<file path="src/rtl/shift_seq_unit.sv">
// Multi-cycle shifter: one bit per clock, left or right, with amount clamped to WIDTH.
// Optional macro SHIFT_SEQ_ROTATE_EN adds a rotate input that turns steps into WIDTH-bit rotations.
module shift_seq_unit #(
    parameter int WIDTH = 4
) (
    input  logic             clk,
    input  logic             rst_n,
    input  logic             start,
    input  logic             dir,
    input  logic [2:0]       amt,
    input  logic [WIDTH-1:0] din,
`ifdef SHIFT_SEQ_ROTATE_EN
    input  logic             rotate,
`endif
    output logic             busy,
    output logic             done,
    output logic [WIDTH:0]   dout
);

    localparam int CW = $clog2(WIDTH + 1);

    typedef enum logic [1:0] {IDLE, SHIFT, DONE} state_t;

    state_t          state_reg;
    logic [WIDTH:0]  work_reg;
    logic [CW-1:0]   count_reg;
    logic            dir_reg;
    logic            busy_reg;
    logic            done_reg;
    logic [WIDTH:0]  dout_reg;
    logic            rot_en;
    logic [CW-1:0]   amt_clamped;
    logic [WIDTH:0]  step_left;
    logic [WIDTH:0]  step_right;
    logic [WIDTH:0]  step_next;

`ifdef SHIFT_SEQ_ROTATE_EN
    logic rot_reg;
    assign rot_en = rot_reg;
`else
    assign rot_en = 1'b0;
`endif

    assign amt_clamped = (int'(amt) > WIDTH) ? CW'(WIDTH) : CW'(amt);

    // Single-position step in each direction; rotation wraps only the low WIDTH bits.
    assign step_left[0]     = rot_en ? work_reg[WIDTH-1] : 1'b0;
    assign step_left[WIDTH] = rot_en ? 1'b0 : work_reg[WIDTH-1];
    assign step_right[WIDTH-1] = rot_en ? work_reg[0] : work_reg[WIDTH];
    assign step_right[WIDTH]   = 1'b0;

    generate
        for (genvar gi = 1; gi < WIDTH; gi++) begin : g_left
            assign step_left[gi] = work_reg[gi-1];
        end
        for (genvar gi = 0; gi < WIDTH - 1; gi++) begin : g_right
            assign step_right[gi] = work_reg[gi+1];
        end
    endgenerate

    assign step_next = dir_reg ? step_right : step_left;

    always_ff @(posedge clk or negedge rst_n) begin
        if (!rst_n) begin
            state_reg <= IDLE;
            work_reg  <= '0;
            count_reg <= '0;
            dir_reg   <= 1'b0;
            busy_reg  <= 1'b0;
            done_reg  <= 1'b0;
            dout_reg  <= '0;
`ifdef SHIFT_SEQ_ROTATE_EN
            rot_reg   <= 1'b0;
`endif
        end else begin
            case (state_reg)
                IDLE: begin
                    done_reg <= 1'b0;
                    if (start) begin
                        work_reg  <= {1'b0, din};
                        count_reg <= amt_clamped;
                        dir_reg   <= dir;
                        busy_reg  <= 1'b1;
`ifdef SHIFT_SEQ_ROTATE_EN
                        rot_reg   <= rotate;
`endif
                        state_reg <= (amt_clamped == '0) ? DONE : SHIFT;
                    end
                end
                SHIFT: begin
                    work_reg  <= step_next;
                    count_reg <= count_reg - 1'b1;
                    if (count_reg == CW'(1)) begin
                        // Final step: publish the shifted value in the same edge.
                        state_reg <= DONE;
                        done_reg  <= 1'b1;
                        dout_reg  <= step_next;
                        busy_reg  <= 1'b0;
                    end
                end
                DONE: begin
                    // A zero-length request arrives here without a pulse yet; emit it first.
                    if (done_reg) begin
                        done_reg  <= 1'b0;
                        state_reg <= IDLE;
                    end else begin
                        done_reg <= 1'b1;
                        dout_reg <= work_reg;
                        busy_reg <= 1'b0;
                    end
                end
                default: state_reg <= IDLE;
            endcase
        end
    end

    assign busy = busy_reg;
    assign done = done_reg;
    assign dout = dout_reg;

endmodule

</file>
<file path="config.mk">
export PLATFORM = sky130hd
export DESIGN_NAME = shift_seq_unit
export DESIGN_NICKNAME = d
export VERILOG_FILES = /design/src/rtl/shift_seq_unit.sv
export SDC_FILE = /design/constraint.sdc
export NUM_CORES = 1
export LEC_CHECK = 0
export ABC_CLOCK_PERIOD_IN_PS = 2280
export BUFFER_PORTS_ARGS = -buffer_cell sky130_fd_sc_hd__buf_4
export CAP_MARGIN = 15
export CORE_MARGIN = 5
export CORE_UTILIZATION = 42
export CTS_CLUSTER_DIAMETER = 120
export CTS_CLUSTER_SIZE = 16
export DETAILED_ROUTE_END_ITERATION = 8
export PLACE_DENSITY = 0.69
export SLEW_MARGIN = 10
export SYNTH_ARGS = -nofsm -noshare
export SYNTH_HDL_FRONTEND = slang
export SYNTH_SLANG_ARGS = --single-unit
</file>
<file path="constraint.sdc">
create_clock -name clk -period 2.28 [get_ports clk]
set_clock_uncertainty 0.2 [all_clocks]
set_input_delay 0.114 -clock clk [delete_from_list [all_inputs] [get_ports clk]]
set_output_delay 0.114 -clock clk [all_outputs]
set_load 0.005 [all_outputs]
</file>
# Word level (Yosys, flattened, before mapping)
# Index checks and enable logic that the tools add are counted.
dict set report word_totals {
  wordCells 48
  ff_bits 18
  input_bits 11
  out_inout_bits 7
}
dict set report classes {
  n_addsub 1
  order_cmp 1
  n_reduce_logical 11
  n_eq_ne 7
  n_mux 21
}
# op count
set op_table {}
lappend op_table {{$mux 5} 4}
lappend op_table {{$pmux 5 s2} 2}
lappend op_table {{$mux 2} 4}
lappend op_table {{$ne 2x2->1 const B} 4}
lappend op_table {{$mux 3} 2}
lappend op_table {{$pmux 1 s3} 2}
lappend op_table {{$pmux 2 s3} 1}
lappend op_table {{$pmux 3 s2} 1}
lappend op_table {{$reduce_and 2->1} 3}
lappend op_table {{$reduce_and 3->1} 2}
lappend op_table {{$mux 1} 5}
lappend op_table {{$reduce_and 4->1} 1}
lappend op_table {{$reduce_bool 2->1} 2}
lappend op_table {{$eq 3x1->1 const B} 1}
lappend op_table {{$gt 3x3->1 const B} 1}
lappend op_table {{$logic_not 3->1} 1}
lappend op_table {{$reduce_bool 3->1} 1}
lappend op_table {{$sub 3x1->3 const B} 1}
lappend op_table {{$eq 2x1->1 const B} 1}
lappend op_table {{$eq 2x2->1 const B} 1}
lappend op_table {{$logic_not 2->1} 1}

# Logic depth before layout (Yosys ltp)
# Gate-level depths: netlist of the first run.
dict set report logic_depth {
  ltp_word 6
  mapped_depth 7
  mapped_depth_nobuf 5
}

# Worst setup path before layout of the first run
# No wires, ideal clock.
dict set report synth_timing {
  path_type {flip-flop to flip-flop}
  startpoint {register state_reg[0]}
  endpoint {register dout_reg[0] (netlist: dout[0])}
  arrival_ns 1.462
  path_buffers 0
  slack_ns 0.493
  setup_ns 0.125
  stages_incl_launch_ff 6
  cell_sequence {dfrtp_1 > inv_1 > ha_1 > and2_4 > a211oi_4 > mux2_2}
}
dict set report synth_via {
  elab_chain_len 3
  elab_cells_between_ends 7
  classes_between {4 x eq/ne; 1 x mux; 2 x reduce/logical}
}
# element line
set synth_rtl {}
lappend synth_rtl {{start, declared} 24} ;# state_t state_reg;
lappend synth_rtl {{start signal, assigned} 87} ;# state_reg <= (amt_clamped == '0) ? DONE : SHIFT;
lappend synth_rtl {{$eq 2x1->1 or $eq 2x2->1 (tied branches)} 76} ;# case (state_reg)
lappend synth_rtl {{$ne 2x2->1 (no source line) or $reduce_bool 2->1 (tied branches)} --}
lappend synth_rtl {{$reduce_and 3->1 (no source line)} --}
lappend synth_rtl {{end signal, assigned} 97} ;# dout_reg <= step_next;
lappend synth_rtl {{end signal, assigned} 108} ;# dout_reg <= work_reg;
lappend synth_rtl {{end, declared} 30} ;# logic [WIDTH:0] dout_reg;
# Parallel ways exist; a longest one is shown, timed or not.
# A chain may end at the register's enable or synchronous reset.

# Final worst setup path of the first run
dict set report layout_timing {
  startpoint {register state_reg[0]}
  endpoint {register dir_reg}
}
dict set report layout_via {
  elab_chain_len 2
}
# element line
set layout_rtl {}
lappend layout_rtl {{$logic_not 2->1} 76}
lappend layout_rtl {{$reduce_and 2->1 (no source line)} --}
lappend layout_rtl {{end signal, assigned} 82} ;# dir_reg <= dir;
lappend layout_rtl {{end, declared} 27} ;# logic dir_reg;
# No other way between the ends.

==> results of run 1 <==
[placed cells by master, fill, tap and decap left out, types with 3 or more instances in the layout]
master,instances
a21o_2,3
ha_1,6
nor2_1,4
nand2_1,13
clkbuf_4,3
dfrtp_1,18
mux2i_1,7
buf_4,21
mux2_2,6
o21ai_0,10
a21oi_1,3
a211oi_1,4
dlygate4sd3_1,9
nor3_1,3
inv_1,7
[worst max-delay path by stage]
| stage | to |
|---|---|
| floorplan | dout[0]$_DFFE_PN0P_ |
| global placement | dout[3]$_DFFE_PN0P_ |
| CTS | work_reg[1]$_DFFE_PN0P_ |
| detailed placement | dout[0]$_DFFE_PN0P_ |
| finish | dir_reg$_DFFE_PN0P_ |
| global route | work_reg[2]$_DFFE_PN0P_ |
[metal layers]
layer / routed length, um / vias to the layer above
met3: 120 / 4
met1: 1080 / 412
li1: - / 432
met5: 0 / -
met4: 23 / 0
met2: 1130 / 14
[layout make-up]
cell class / count / area, um^2 / area share
timing repair buffer: 30 / 248 / 0.178
inverter: 7 / 26.3 / 0.0188
tap: 30 / 37.5 / 0.0269
clock buffer: 4 / 36.3 / 0.0260
multi-input combinational: 78 / 597 / 0.428
sequential: 18 / 450 / 0.323
[power by group through the flow]
| stage | clock [mW] | sequential (mW) | combinational [mW] |
|---|---|---|---|
| floorplan | 0 | 0.570 | 0.838 |
| global placement | 0 | 0.608 | 1.04 |
| detailed placement | 0 | 0.612 | 1.07 |
| CTS | 0.214 | 0.607 | 1.09 |
| global route | 0.227 | 0.629 | 1.21 |
| finish | 0.201 | 0.610 | 1.09 |
[synthesized netlist by cell type (2+ instances only)]
cell       n  area (um^2)
a211oi_1   4         30.0
a21o_2     3         26.3
a21oi_1    3         15.0
buf_4      2         15.0
dfrtp_1   18          450
ha_1       6         75.1
inv_1      7         26.3
mux2_2     6         67.6
mux2i_1    7         70.1
nand2_1   13         48.8
nand2b_1   2         12.5
nor2_1     4         15.0
nor2b_1    2         12.5
nor3_1     3         15.0
o21ai_0   10         50.1
or2_2      2         12.5
[worst max-delay path, delay by kind of cell, from the launching register on]
family	cells	cell delay, ps
flops	1	400
buf+inv	2	650
simple gates	1	90
mux	1	320
fa+ha+maj	1	280
[cells by family after synthesis]
group / after synthesis
compound gates: 26
flops: 18
buf+inv: 12
mux: 14
fa+ha+maj: 6
simple gates: 32
==> impl_metrics.ini, run 1 <==
[run_status]
outcome = finished, final reports clean

[timing]
setup_viol = 0
finalCritPeriodShare = 0.896
setup_ws_ps = 236
slew_viol_final = 0
hold_violations = 0
whs_ps = 35.0
worst_slew_pin_slew_ps = 483
max_freq_ghz = 0.489
rsz0062_at_grt = false
slew_headroom = 0.677
setup-tns-final_ps = 0
period_needed_ps = 2040

[drt]
vias = 862
dr.pass1.iters = 4
route.detailed.drc = 0
drt-initial-drc-count = 37
wl_per_cell_um = 14.1
via_per_inst = 5.16
routed_wl_mm = 2.35
detail-route-antenna-nets = 0

[synthesis]
synth_ff_type = dfrtp_1
synthXorXnorAreaFrac = 0
synth_area_per_cell_um2 = 10.3
synth-async-reset-ratio = 1.00
synth-seq-cells = 18
synth_cell_types = 32
yosysSeqAreaShare = 0.406
syn-num-nets = 125
synth-simple-area-share = 0.152
synth-edff-count = 0
synth_compound_area_frac = 0.182
synth_top_family_by_area = compound AO/OA/AOI/OAI gates
synthAdderAreaFrac = 0.0677
yosys_warnings = 0
muxShareOfSynthArea = 0.137
synth_area_um2 = 1110
synthCells = 108

[power]
p_int_mw = 1.15
leakage_nw = 0.670
switching_share = 0.396
clockPowerShare = 0.106
pwr-share-seq = 0.322
powerDensity_nw_per_um2 = 1360
irDropWorstVdd_mv = 0.819
power_mw = 1.90
p_switching_uw = 750
pwr-share-comb = 0.572

[placed_design]
post-place-cells = 154
hpwl_mm = 1.71
dpl_worst_slack_ps = 334
port_buffers = 17
place_area_um2 = 1270
gp_congestion = 0.803

[worst_setup_path]
crit_slowest_cell = dlygate4sd3_1
critical_path_required_ps = 2270
rrSetupSlack_ps = 240
startpoint = state_reg[0]$_DFFE_PN0P_
r2r_end = dir_reg$_DFFE_PN0P_
rr_startpoint = state_reg[0]$_DFFE_PN0P_
cp-end-kind = flop
cpPeakStageDelay_ps = 560
reg2regPathDepth = 5
crit_type = reg -> reg
arrival_ps = 2030
path_cells = inv_1 -> ha_1 -> nand2_1 -> mux2_2 -> dlygate4sd3_1
crit_path_start_kind = flop
crit_fanout = 6

[final_layout]
final_area_um2 = 1400
fin_nets = 155
layout.cells.non_filler = 167
utilization = 0.558
antenna_cells = 0
drive_above_1_share = 0.314
syn_to_final_growth_pct = 25.8
fill_cells = 225

[grt]
gr-usage-met2 = 0.243
met3_usage = 0.0482
gr-usage-all-layers = 0.149
antenna_found_initial = 0
grt_pass1_wl_mm = 4.07
met1_usage = 0.188
grt_pass1_vias = 878
grt_overflow = 0
grt_max_degree = 16
gr-max-usage-layer = met2

[floorplan]
ios = 18
num_rows = 18
dieHeight_um = 61.4
die_w_um = 61.4
die_area_um2 = 3770
start_util = 0.443
core_area_um2 = 2500

[clocking]
cts_buffer_depth = 2
cts_tree = built
postCtsResizedCells = 0
post_cts_buffers = 0
clkTransAtPathRegs_ps = 110
hold_buffers = 9
clock-root-buffer = clkbuf_4
numCtsBuffers = 3
cts_num_sinks = 18
worstSkewPairLatency_ps = 300
htree_levels = 1

[hold_path]
whs_path_depth = 3
holdPathEnd = count_reg[0]$_DFFE_PN0P_
min_from = amt[0]
hold_class = in -> reg

[run]
maxCapViolations = 0
Note: power is estimated with default switching activity, not from simulation.
==> run 2: changes to the inputs <==
- PLACE_DENSITY: 0.69 -> default
==> impl_metrics.ini, run 2 (synthesis results as in run 1) <==
[drt]
routed_wl_mm = 2.27
dr.pass1.iters = 2
wl_met1_mm = 1.11
wl_met2_mm = 1.03
vias = 832
detail-route-antenna-nets = 0
via_per_inst = 5.01
wl_per_cell_um = 13.7
dr.max_layer_used = met4
drt-initial-drc-count = 10
wl_met3_um = 83
route.detailed.drc = 0

[clocking]
htree_levels = 1
clkTransAtPathRegs_ps = 110
numCtsBuffers = 3
clock-root-buffer = clkbuf_4
cts_buffer_depth = 2
cts_num_sinks = 18
cts_tree = built
worstSkewPairLatency_ps = 300

[placed_design]
dpl_worst_slack_ps = 347
hpwl_mm = 1.64
place_area_um2 = 1270
port_buffers = 17
gp_congestion = 0.838

[run]
maxCapViolations = 0

[power]
p_switching_uw = 739
pwr-share-comb = 0.571
clockPowerShare = 0.108
leakage_nw = 0.666
powerDensity_nw_per_um2 = 1360
switching_share = 0.393
irDropWorstVdd_mv = 0.891
p_int_mw = 1.14
pwr-share-seq = 0.321

[grt]
grt_pass1_wl_mm = 3.90
gr-usage-all-layers = 0.138
grt_pass1_vias = 867
antenna_found_initial = 0
grt_max_degree = 19
grt_overflow = 0

[timing]
rsz0062_at_grt = false
finalCritPeriodShare = 0.902
setup_ws_ps = 223
max_freq_ghz = 0.486
setup-tns-final_ps = 0
hold_violations = 0
period_needed_ps = 2060
worst_slew_pin_slew_ps = 334
slew_viol_final = 0
slew_headroom = 0.776
setup_viol = 0

[final_layout]
fill_cells = 225
syn_to_final_growth_pct = 24.9
utilization = 0.554
drive_above_1_share = 0.316
final_common_cell = buf_4
layout_common_cells = 21 x buf_4, 18 x dfrtp_1, 13 x nand2_1
fin_nets = 154
antenna_cells = 0
final_area_um2 = 1390

[worst_setup_path]
crit_slowest_cell = dlygate4sd3_1
crit_fanout = 6
path_cells = inv_1 -> ha_1 -> nand2_1 -> mux2_2 -> dlygate4sd3_1
arrival_ps = 2050
cpPeakStageDelay_ps = 550
crit_path_start_kind = flop
critPathTopFamily = buffers and inverters
crit_buf_inv = 2
critical_path_required_ps = 2270
cp-end-kind = flop
crit_type = reg -> reg

[floorplan]
ios = 18
start_util = 0.443
core_area_um2 = 2500
die_area_um2 = 3770
die_w_um = 61.4
num_rows = 18
dieHeight_um = 61.4

[hold_path]
hold_class = in -> async

[run_status]
outcome = finished, final reports clean
-- run 2: cell count changes in the layout (fill, tap and decap cells not counted) --
cell,change
dlygate4sd3_1,-1
-- run 2: worst reg2reg max path: stages, from the launching register on --
cell and delay, ps:
dfrtp_1 420, inv_1 80, ha_1 260, nand2_1 110, mux2_2 320, dlygate4sd3_1 550
-- run 2: worst paths after layout --
path / startpoint / end / slack [ps] / depth (start not counted)
max: state_reg[1]$_DFFE_PN0P_ / dir_reg$_DFFE_PN0P_ / 220 / 5
min: rst_n / count_reg[0]$_DFFE_PN0P_ / 8 / 2
max reg2reg: state_reg[1]$_DFFE_PN0P_ / dir_reg$_DFFE_PN0P_ / 220 / 5
min reg2reg: count_reg[1]$_DFFE_PN0P_ / count_reg[1]$_DFFE_PN0P_ / 300 / 2
max in group asynchronous: rst_n / work_reg[2]$_DFFE_PN0P_ / 1670 / 2
min in group clk: din[3] / work_reg[3]$_DFFE_PN0P_ / 60 / 4
-- run 2: per-layer routing --
metal | vias up | GRT usage
met2 | 14 | 0.221
met4 | 0 | 0.0545
li1 | 429 | -
met1 | 385 | 0.189
met3 | 4 | 0.0210
met5 | - | 0
-- run 2: metrics by stage --
stage | total power, mW | hold WS (ps) | std cells
2_1_floorplan | 1.41 | -382 | 108
3_3_place_gp | 1.65 | -199 | 154
3_5_place_dp | 1.68 | -198 | 154
4_1_cts | 1.90 | 15.6 | 166
5_1_grt | 2.05 | 20.6 | 166
6_report | 1.88 | 8.20 | 166
-- run 2: final cells by class --
cell class / instances / area (um^2) / share of cell area
Inverter: 7 / 26.3 / 0.0190
Multi-Input combinational cell: 78 / 597 / 0.431
Sequential cell: 18 / 450 / 0.325
Clock buffer: 4 / 36.3 / 0.0262
Timing Repair Buffer: 29 / 238 / 0.172
Tap cell: 30 / 37.5 / 0.0271
-- run 2: what timing repair did --
action / CTS / global route
buffers inserted: 0 / 0
gates resized for setup: 0 / 0
hold buffers: 8 / 0
hold endpoints to repair: 23 / 0
-- run 2: power groups by stage --
stage	clock (mW)	combinational [mW]	sequential [mW]
floorplan	0	0.838	0.570
global placement	0	1.04	0.606
detailed placement	0	1.07	0.612
CTS	0.207	1.09	0.605
global route	0.221	1.20	0.631
finish	0.203	1.08	0.604
==> run 3: changes to the inputs <==
- CTS_BUF_LIST: default -> sky130_fd_sc_hd__clkbuf_2
==> impl_metrics.ini, run 3 (synthesis results as in run 1) <==
[run_status]
outcome = finished, final reports clean

[timing]
finalCritPeriodShare = 0.905
setup-tns-final_ps = 0
rsz0062_at_grt = false
max_freq_ghz = 0.485
setup_ws_ps = 218
period_needed_ps = 2060
whs_ps = 29.7
worst_slew_pin_slew_ps = 837
slew_viol_final = 0
setup_viol = 0
slew_headroom = 0.440
hold_violations = 0

[power]
switching_share = 0.406
leakage_nw = 0.663
pwr-share-seq = 0.330
p_switching_uw = 742
power_mw = 1.83
irDropWorstVdd_mv = 0.850
p_int_mw = 1.08
powerDensity_nw_per_um2 = 1330
clockPowerShare = 0.079
pwr-share-comb = 0.590

[floorplan]
die_area_um2 = 3770
ios = 18
die_w_um = 61.4
num_rows = 18
dieHeight_um = 61.4
start_util = 0.443
core_area_um2 = 2500

[hold_path]
hold_class = in -> reg
whs_path_depth = 4

[worst_setup_path]
crit_fanout = 6
crit_path_start_kind = flop
critical_path_required_ps = 2310
reg2regPathDepth = 5
arrival_ps = 2090
crit_type = reg -> reg
cp-end-kind = flop

[final_layout]
syn_to_final_growth_pct = 24.3
fin_nets = 155
drive_above_1_share = 0.307
final_area_um2 = 1380
final_common_cell = buf_4
antenna_cells = 0
layout.cells.non_filler = 167
utilization = 0.551
layout_common_cells = 21 x buf_4, 18 x dfrtp_1, 13 x nand2_1
fill_cells = 232

[drt]
detail-route-antenna-nets = 0
via_per_inst = 4.99
vias = 834
wl_per_cell_um = 13.8
drt-initial-drc-count = 8
dr.pass1.iters = 2
route.detailed.drc = 0
routed_wl_mm = 2.30

[clocking]
hold_buffers = 9
clock-root-buffer = clkbuf_2
clkTransAtPathRegs_ps = 180
numCtsBuffers = 3
cts_buffer_depth = 2
post_cts_buffers = 0
htree_levels = 1
cts_num_sinks = 18
postCtsResizedCells = 0
cts_tree = built
worstSkewPairLatency_ps = 320

[placed_design]
port_buffers = 17
dpl_worst_slack_ps = 347
post-place-cells = 154
hpwl_mm = 1.64
gp_congestion = 0.838
place_area_um2 = 1270

[run]
maxCapViolations = 0

[grt]
grt_pass1_vias = 891
antenna_found_initial = 0
gr-usage-all-layers = 0.140
grt_pass1_wl_mm = 3.94
grt_max_degree = 19
grt_overflow = 0
## run 3: cell types whose count changed in the layout (fill, tap and decap cells not counted)
cell | previous run | this run
clkbuf_2 | 0 | 3
clkbuf_4 | 3 | 0
clkbuf_8 | 1 | 0
clkinv_1 | 0 | 1
dlygate4sd3_1 | 8 | 9
## run 3: final timing paths
path,slack (ps),startpoint,endpoint
worst max-delay path,220,state_reg[1]$_DFFE_PN0P_,dir_reg$_DFFE_PN0P_
worst min-delay path,30,din[3],work_reg[3]$_DFFE_PN0P_
worst max register to register,220,state_reg[1]$_DFFE_PN0P_,dir_reg$_DFFE_PN0P_
worst min register to register,310,count_reg[1]$_DFFE_PN0P_,count_reg[1]$_DFFE_PN0P_
max in group asynchronous,630,rst_n,dout[0]$_DFFE_PN0P_
min in group asynchronous,740,rst_n,count_reg[0]$_DFFE_PN0P_
## run 3: power by group through the flow
stage	registers, mW	clock network [mW]	logic, mW
after floorplan	0.570	0	0.838
after global placement	0.606	0	1.04
after detailed placement	0.612	0	1.07
after CTS	0.604	0.151	1.10
after global routing	0.630	0.161	1.21
final	0.603	0.145	1.08
## run 3: critical path, cell delays in order, from the launching register on
cell	delay, ps
dfrtp_1	450
inv_1	80
ha_1	260
nand2_1	110
mux2_2	320
dlygate4sd3_1	550
## run 3: cell type report
cell class / instances / area, um^2 / share of cell area
flip-flops and latches: 18 / 450 / 0.327
well taps: 30 / 37.5 / 0.0272
repair buffers: 30 / 248 / 0.180
clock buffers: 3 / 15.0 / 0.0109
clock inverters: 1 / 3.75 / 0.00272
inverters: 7 / 26.3 / 0.0191
multi-input cells: 78 / 597 / 0.433
## run 3: per-layer routing
metal	wire, um	vias to the layer above	track usage
met5	0	-	0
met4	32	0	0.0545
met3	84	4	0.0210
met2	1040	15	0.227
met1	1140	386	0.189
li1	-	429	-
